## src/rtl/mdu_pkg.sv

```systemverilog
// -----------------------------------------------------------------------------
// mdu_pkg
// Shared definitions for the RV32M issue/sequencing controller:
//   - funct3_e : RV32M funct3 encodings
//   - state_e  : controller FSM states
//   - INT_MIN / ALL_ONES : operand patterns used by the divide special cases
// -----------------------------------------------------------------------------
package mdu_pkg;

    typedef enum logic [2:0] {
        F3_MUL    = 3'b000,
        F3_MULH   = 3'b001,
        F3_MULHSU = 3'b010,
        F3_MULHU  = 3'b011,
        F3_DIV    = 3'b100,
        F3_DIVU   = 3'b101,
        F3_REM    = 3'b110,
        F3_REMU   = 3'b111
    } funct3_e;

    typedef enum logic [1:0] {
        ST_IDLE     = 2'd0,
        ST_MUL_WAIT = 2'd1,
        ST_DIV_WAIT = 2'd2,
        ST_RESP     = 2'd3
    } state_e;

    localparam logic [31:0] INT_MIN  = 32'h8000_0000;
    localparam logic [31:0] ALL_ONES = 32'hFFFF_FFFF;

endpackage

```

## src/rtl/mdu_special_case.sv

```systemverilog
// -----------------------------------------------------------------------------
// mdu_special_case
// Combinational detector for the divide results that never go to the divider:
// divide-by-zero (all four divide ops) and signed overflow (DIV/REM only).
//   funct3 in  3  : RV32M funct3 of the presented instruction
//   rs1    in 32  : dividend
//   rs2    in 32  : divisor
//   hit    out 1  : result is resolved locally
//   result out 32 : locally resolved result (0 when hit is low)
// -----------------------------------------------------------------------------
module mdu_special_case (
    input  logic [2:0]  funct3,
    input  logic [31:0] rs1,
    input  logic [31:0] rs2,
    output logic        hit,
    output logic [31:0] result
);
    import mdu_pkg::*;

    logic div_by_zero;
    logic overflow;

    assign div_by_zero = (rs2 == '0);
    assign overflow    = (rs1 == INT_MIN) && (rs2 == ALL_ONES);

    // NOTE: every output of a combinational block gets a default first so no
    // path through the case statement can infer a latch.
    always_comb begin
        hit    = 1'b0;
        result = '0;
        case (funct3_e'(funct3))
            F3_DIV: begin
                if (div_by_zero) begin
                    hit    = 1'b1;
                    result = ALL_ONES;
                end else if (overflow) begin
                    hit    = 1'b1;
                    result = INT_MIN;
                end
            end
            F3_DIVU: begin
                if (div_by_zero) begin
                    hit    = 1'b1;
                    result = ALL_ONES;
                end
            end
            F3_REM: begin
                if (div_by_zero) begin
                    hit    = 1'b1;
                    result = rs1;
                end else if (overflow) begin
                    hit    = 1'b1;
                    result = '0;
                end
            end
            F3_REMU: begin
                if (div_by_zero) begin
                    hit    = 1'b1;
                    result = rs1;
                end
            end
            default: ;  // multiply ops never hit
        endcase
    end

endmodule

```

## src/rtl/mdu_ctrl.sv

```systemverilog
// -----------------------------------------------------------------------------
// mdu_ctrl
// EX-stage issue/sequencing controller for RV32M. Accepts one M instruction at
// a time, stalls the pipeline while it runs, drives an iterative multiplier
// through a start/done handshake and a combinational divider as a multicycle
// path, and returns one registered result per instruction to writeback.
//   DIV_CYCLES          : cycles the divider operands are held (1..15)
//   clk, rst_n          : clock, synchronous active-low reset
//   flush               : kills any in-flight or presented operation
//   req_*               : presented instruction (valid, funct3, rs1, rs2, rd)
//   req_ready           : high in IDLE
//   stall_o             : holds IF/ID/EX
//   mul_start/opcode/op1/op2, mul_done/result : multiplier handshake
//   div_opcode/op1/op2, div_result            : divider multicycle path
//   resp_valid/data/rd  : one-cycle writeback response (no backpressure)
// -----------------------------------------------------------------------------
module mdu_ctrl #(
    parameter int DIV_CYCLES = 4
) (
    input  logic        clk,
    input  logic        rst_n,
    input  logic        flush,
    input  logic        req_valid,
    input  logic [2:0]  req_funct3,
    input  logic [31:0] req_rs1,
    input  logic [31:0] req_rs2,
    input  logic [4:0]  req_rd,
    output logic        req_ready,
    output logic        stall_o,
    output logic        mul_start,
    output logic [1:0]  mul_opcode,
    output logic [31:0] mul_op1,
    output logic [31:0] mul_op2,
    input  logic        mul_done,
    input  logic [31:0] mul_result,
    output logic [1:0]  div_opcode,
    output logic [31:0] div_op1,
    output logic [31:0] div_op2,
    input  logic [31:0] div_result,
    output logic        resp_valid,
    output logic [31:0] resp_data,
    output logic [4:0]  resp_rd
);
    import mdu_pkg::*;

    localparam logic [3:0] CNT_LOAD = 4'(DIV_CYCLES - 1);

    state_e      state_q, state_d;
    logic [3:0]  cnt_q, cnt_d;
    logic        mul_first_q, mul_first_d;
    logic [31:0] resp_data_q, resp_data_d;

    // Operand registers; only funct3[1:0] is needed after the accept decision.
    logic [1:0]  op_code_q;
    logic [31:0] op_rs1_q;
    logic [31:0] op_rs2_q;
    logic [4:0]  op_rd_q;

    logic        accept;
    logic        sc_hit;
    logic [31:0] sc_result;

    mdu_special_case u_special_case (
        .funct3 (req_funct3),
        .rs1    (req_rs1),
        .rs2    (req_rs2),
        .hit    (sc_hit),
        .result (sc_result)
    );

    assign req_ready = (state_q == ST_IDLE);
    assign accept    = req_valid && req_ready && !flush;

    always_comb begin
        state_d     = state_q;
        cnt_d       = cnt_q;
        mul_first_d = 1'b0;
        resp_data_d = resp_data_q;

        unique case (state_q)
            ST_IDLE: begin
                if (accept) begin
                    if (!req_funct3[2]) begin
                        state_d     = ST_MUL_WAIT;
                        mul_first_d = 1'b1;
                    end else if (sc_hit) begin
                        state_d     = ST_RESP;
                        resp_data_d = sc_result;
                    end else begin
                        state_d = ST_DIV_WAIT;
                        cnt_d   = CNT_LOAD;
                    end
                end
            end
            ST_MUL_WAIT: begin
                // The start cycle may still see a done left over from an
                // abandoned operation, so done is only honoured afterwards.
                if (!mul_first_q && mul_done) begin
                    state_d     = ST_RESP;
                    resp_data_d = mul_result;
                end
            end
            ST_DIV_WAIT: begin
                if (cnt_q == 4'd0) begin
                    state_d     = ST_RESP;
                    resp_data_d = div_result;
                end else begin
                    cnt_d = cnt_q - 4'd1;
                end
            end
            ST_RESP: begin
                state_d = ST_IDLE;
            end
            default: begin
                state_d = ST_IDLE;
            end
        endcase

        if (flush) begin
            state_d     = ST_IDLE;
            mul_first_d = 1'b0;
        end
    end

    // NOTE: state is updated with non-blocking assignments so every register
    // samples the pre-edge values of the others, independent of code order.
    always_ff @(posedge clk) begin
        if (!rst_n) begin
            state_q     <= ST_IDLE;
            cnt_q       <= '0;
            mul_first_q <= 1'b0;
            resp_data_q <= '0;
            op_code_q   <= '0;
            op_rs1_q    <= '0;
            op_rs2_q    <= '0;
            op_rd_q     <= '0;
        end else begin
            state_q     <= state_d;
            cnt_q       <= cnt_d;
            mul_first_q <= mul_first_d;
            resp_data_q <= resp_data_d;
            if (accept) begin
                op_code_q <= req_funct3[1:0];
                op_rs1_q  <= req_rs1;
                op_rs2_q  <= req_rs2;
                op_rd_q   <= req_rd;
            end
        end
    end

    assign stall_o    = (state_q == ST_MUL_WAIT) || (state_q == ST_DIV_WAIT) ||
                        ((state_q == ST_IDLE) && req_valid && !flush);

    assign mul_start  = (state_q == ST_MUL_WAIT) && mul_first_q;
    assign mul_opcode = op_code_q;
    assign mul_op1    = op_rs1_q;
    assign mul_op2    = op_rs2_q;

    assign div_opcode = op_code_q;
    assign div_op1    = op_rs1_q;
    assign div_op2    = op_rs2_q;

    assign resp_valid = (state_q == ST_RESP);
    assign resp_data  = resp_data_q;
    assign resp_rd    = op_rd_q;

endmodule

```

## config.mk

```make
export PLATFORM = sky130hd
export DESIGN_NAME = mdu_ctrl
export DESIGN_NICKNAME = d
export VERILOG_FILES = /design/src/rtl/mdu_pkg.sv /design/src/rtl/mdu_special_case.sv /design/src/rtl/mdu_ctrl.sv
export SDC_FILE = /design/constraint.sdc
export NUM_CORES = 1
export LEC_CHECK = 0
export CORE_MARGIN = 2
export CORE_UTILIZATION = 27
export CTS_CLUSTER_DIAMETER = 120
export DETAILED_ROUTE_END_ITERATION = 7
export GPL_TIMING_DRIVEN = 0
export SETUP_SLACK_MARGIN = 0.05
export SYNTH_ARGS = -nofsm -noshare
export SYNTH_HDL_FRONTEND = slang
export SYNTH_HIERARCHICAL = 1
export SYNTH_SLANG_ARGS = --single-unit
```

## constraint.sdc

```tcl
create_clock -name clk -period 7.3 [get_ports clk]
set_clock_uncertainty 0.2 [all_clocks]
set_input_delay 1.825 -clock clk [delete_from_list [all_inputs] [get_ports clk]]
set_output_delay 1.825 -clock clk [all_outputs]
set_load 0.02 [all_outputs]
```

== Word-level counts from Yosys, hierarchy flattened ==
Cells that the tools add are included.

* Bits in registers: 110
* Output and inout bits: 173
* Bits of input ports: 141

* Equality and inequality tests: 16
* Bitwise logic cells: 3
* $add $sub $neg: 1
* Reductions and logical operators: 22
* Muxes and demuxes: 27

{| class="wikitable"
|+ Operators by type and width
! kind !! count
|-
| $mux W32 || 9
|-
| $pmux W32 S3 || 2
|-
| $eq A32 B32 Y1 const B || 2
|-
| $logic_not A32 Y1 || 1
|-
| $mux W4 || 4
|-
| $eq A3 B3 Y1 const B || 4
|-
| $ne A2 B2 Y1 const B || 5
|-
| $mux W2 || 4
|-
| $pmux W2 S4 || 1
|-
| $pmux W4 S2 || 1
|-
| $reduce_or A2 Y1 || 4
|-
| $reduce_and A6 Y1 || 1
|-
| $logic_and A1 B1 Y1 || 5
|-
| $mux W1 || 5
|-
| $reduce_and A5 Y1 || 1
|-
| $eq A2 B2 Y1 const B || 2
|-
| $logic_not A4 Y1 || 1
|-
| $ne A2 B1 Y1 const B || 2
|-
| $reduce_or A4 Y1 || 1
|-
| $sub A4 B1 Y4 const B || 1
|-
| $not A1 Y1 || 3
|-
| $reduce_and A3 Y1 || 1
|-
| $reduce_bool A3 Y1 || 1
|-
| $eq A2 B1 Y1 const B || 1
|-
| other kinds (5) || 7
|}

== Longest topological paths before layout ==
* Depth after elaboration: 9
* Depth in mapped cells: 10
* Depth with buffers taken out: 9

== Modules after synthesis ==
Netlist, hierarchy kept.

{| class="wikitable"
|+ Modules (own cells, without submodules)
! module !! cells each !! seq. area each (um^2) !! instances !! area each (um^2)
|-
| mdu_ctrl || 690 || 2202.1 || 1 || 5362.6
|-
| mdu_special_case || 110 || 0.0 || 1 || 718.2
|}

== Least setup slack after synthesis ==
Ideal clock, no wire load.

* Kind: input to output
* Start: in flush
* End: out stall_o
* Setup slack: 2.680 ns
* Stages on the path: 4
* Arrival: 2.595 ns
* Path buffers: 1
* Cell sequence: nand2b_1 -> or2_2 -> clkbuf_1 -> nand2b_1

* Cells in the longest elaborated chain, start to end: 3

{| class="wikitable"
|+ RTL lines
! what !! line !! source
|-
| start, declared || mdu_ctrl.sv:22 || <nowiki>input logic flush,</nowiki>
|-
| $logic_not A1 Y1 || mdu_ctrl.sv:152 || <nowiki>((state_q == ST_IDLE) && req_valid && !flush);</nowiki>
|-
| $logic_and A1 B1 Y1 || mdu_ctrl.sv:152 ||
|-
| $logic_or A1 B1 Y1 || mdu_ctrl.sv:151 || <nowiki>assign stall_o = (state_q == ST_MUL_WAIT) || (state_q == ST_DIV_WAIT) ||</nowiki>
|-
| end, declared || mdu_ctrl.sv:29 || <nowiki>output logic stall_o,</nowiki>
|}

Every way passes these cells.

== Worst setup path in the final report ==
Ends and elaborated chain as after synthesis.

==> flow_summary.toml <==
[drt]
wl_per_cell_um = 17.0
viasPerCell = 4.59
drt-total-wl_mm = 24.0
dr.pass1.iters = 5
drc = 0
num_vias = 6456
first_iter_violations = 323
ant_nets = 0

[clock_network]
clockBufferDepth = 2
clk_pin_slew_ns = 0.08
cts_made_buffers = 9
cts-root-buf = "clkbuf_16"
cts.repair.resized = 0
cts_setup_buffers = 0
postCtsHoldBufs = 0
cts_tree = "yes"
clkLatencyLatePin_ns = 0.36
htreeDepth = 3
cts.sinks = 110

[setup_path]
cpPeakStageDelay_ns = 0.65
worstSetupStartpointType = "primary input"
crit_type = "in -> out"
crit_required_ns = 5.28
crit_cells = 6
crit_arrival_ns = 3.82
cp_cell_sequence = "clkdlybuf4s50_1, nand2b_1, or2_2, clkbuf_1, nand2b_1, clkdlybuf4s50_1"
critical-path-top-delay-family = "buffers and inverters"
r2r_cells = 7
crit_buf_inv = 3
cp_max_fo = 9
endpoint_kind = "primary output"
crit_slowest_cell = "clkdlybuf4s50_1"

[synth]
synth_area_per_cell_um2 = 7.60
ys.flop_type = "dfxtp_1"
synth_edf_count = 0
synth_top_cell_by_area = "dfxtp_1"
async_reset_ff_share_pct = 0
synth.distinct_cells = 42
yosys_register_bits = 110
synthesis.nets = 948
synth.most_common_cell = "nand2_1"
ys_warn_count = 6
syn_inst = 800
synth_top_area_share_pct = 36.2
ys_top_cells_by_count = "nand2_1, dfxtp_1, a21boi_0"
ys_seq_area_share_pct = 36.2
syn-cell-area_um2 = 6080
synthTopCellsByArea = "dfxtp_1, nand2_1, a21boi_0, buf_4, a21oi_2"

[run_status]
outcome = "completed"

[floorplan]
ioPinCount = 314
die_w_um = 154
start_util_pct = 27.7
fp.dieArea_um2 = 23700
rows = 54
die_h_um = 154
coreArea_um2 = 22000

[final_layout]
area_delta_synth_final_pct = 62.4
drive_gt1_share_pct = 11.3
diodes = 0
fin_nets = 1271

[sta]
finalCriticalPeriod_ns = 5.84
max_slew_margin_pct = 47.2
fin_crit_sh_pct = 80.0
fin_tns_setup_ns = 0
setup_viol = 0
final.setup.worst_slack_ns = 1.46
hold_viol = 0
maxSlewViolCount = 0
rsz0062_at_grt = "false"
hold_slack_ns = 0.250
worst_slew_pin_slew_ns = 0.790
fmax_mhz = 171

[global_route]
antenna_found_initial = 0
grt_pass1_vias = 6470
grt_max_degree = 22
grt-ovfl-total = 0
grt_pass1_wl_mm = 36.1
grt_usage_pct = 19.7

[place]
place.gp.congestion = 0.818
dpl_worst_slack_ns = 1.43
detailed_place_hpwl_mm = 19.7
portBuffers = 312

[worst_hold_path]
hold_path_depth = 2
hold_class = "reg -> reg"

[job]
maxCapViolCount = 0

[pwr]
ir_drop_mv = 0.112
p_per_area_nw_per_um2 = 164
p_leak_uw = 0.00361
flip-flops by register name (all words and copies together), names as in the netlist:
register,count
resp_rd,5
div_opcode,2
resp_data,32
div_op2,32
div_op1,32
cnt_q,4
state_q,2
mul_first_q,1
tightest hold or removal path, cell delays in order, from the launching register on:
cell,delay (ns)
dfxtp_1,0.31
nand2_1,0.05
o21ai_1,0.05
layer usage:
layer | global-route usage [%] | routed length (um) | up-vias
met5 | 0 | 0 | -
met4 | 6.36 | 498 | 0
met3 | 4.34 | 1470 | 22
met2 | 34.0 | 11400 | 217
met1 | 24.2 | 10600 | 2916
li1 | - | - | 3301
layout make-up:
type,count,area [um2]
well taps,280,350
clock inverters,7,97.6
multi-input cells,522,2930
inverters,39,146
fillers,2216,12100
flip-flops and latches,110,2200
clock buffers,9,225
plain buffers,129,807
repair buffers,312,3120
cells in the final DEF, fill, tap and decap left out, types with 7 or more instances in the layout:
cell type,instances
inv_1,39
buf_4,70
ha_1,7
clkbuf_16,9
o21ai_0,23
a21oi_1,35
buf_1,9
nand4_1,40
nor4_1,14
a21oi_2,30
a22oi_1,32
nand2_1,181
o21ai_1,11
clkdlybuf4s50_1,312
a21boi_0,72
dfxtp_1,110
clkbuf_1,43
nor2_1,39
stage by stage:
stage | util [%] | total power (uW) | cell area, um2 | cells
finish | 45.0 | 1620 | 9880 | 1408
global route | 45.0 | 1690 | 9880 | 1408
CTS | 45.0 | 1630 | 9880 | 1408
detailed placement | 43.5 | 1090 | 9550 | 1392
global placement | 43.5 | 1090 | 9550 | 1392
floorplan | - | 863 | 6080 | 800
power by group:
group	total [uW]	internal, uW	switching [uW]	leakage [uW]
Sequential	646	624	21.8	0.000895
Clock	543	280	263	0.000159
Combinational	427	210	217	0.00256
path summary, 6_finish.rpt:
check	startpoint	endpoint	slack [ns]
hold reg to reg	resp_data[6]$_SDFFE_PN0P_	resp_data[6]$_SDFFE_PN0P_	0.25
setup reg to reg	state_q[0]$_SDFFE_PP0P_	div_op1[20]$_SDFFE_PN0P_	4.73
hold / removal	resp_data[6]$_SDFFE_PN0P_	resp_data[6]$_SDFFE_PN0P_	0.25
setup / recovery	flush	stall_o	1.46
cell families (layout without fill, tap and decap cells):
family | Yosys count | count (layout) | share of synthesized area (%)
simple gates | 301 | 301 | 22.2
compound gates | 212 | 212 | 24.2
flops | 110 | 110 | 36.2
buf+inv | 168 | 496 | 15.7
fa+ha+maj | 7 | 7 | 1.44
mux | 2 | 2 | 0.329
No activity file was read; power rests on OpenSTA's default activity.
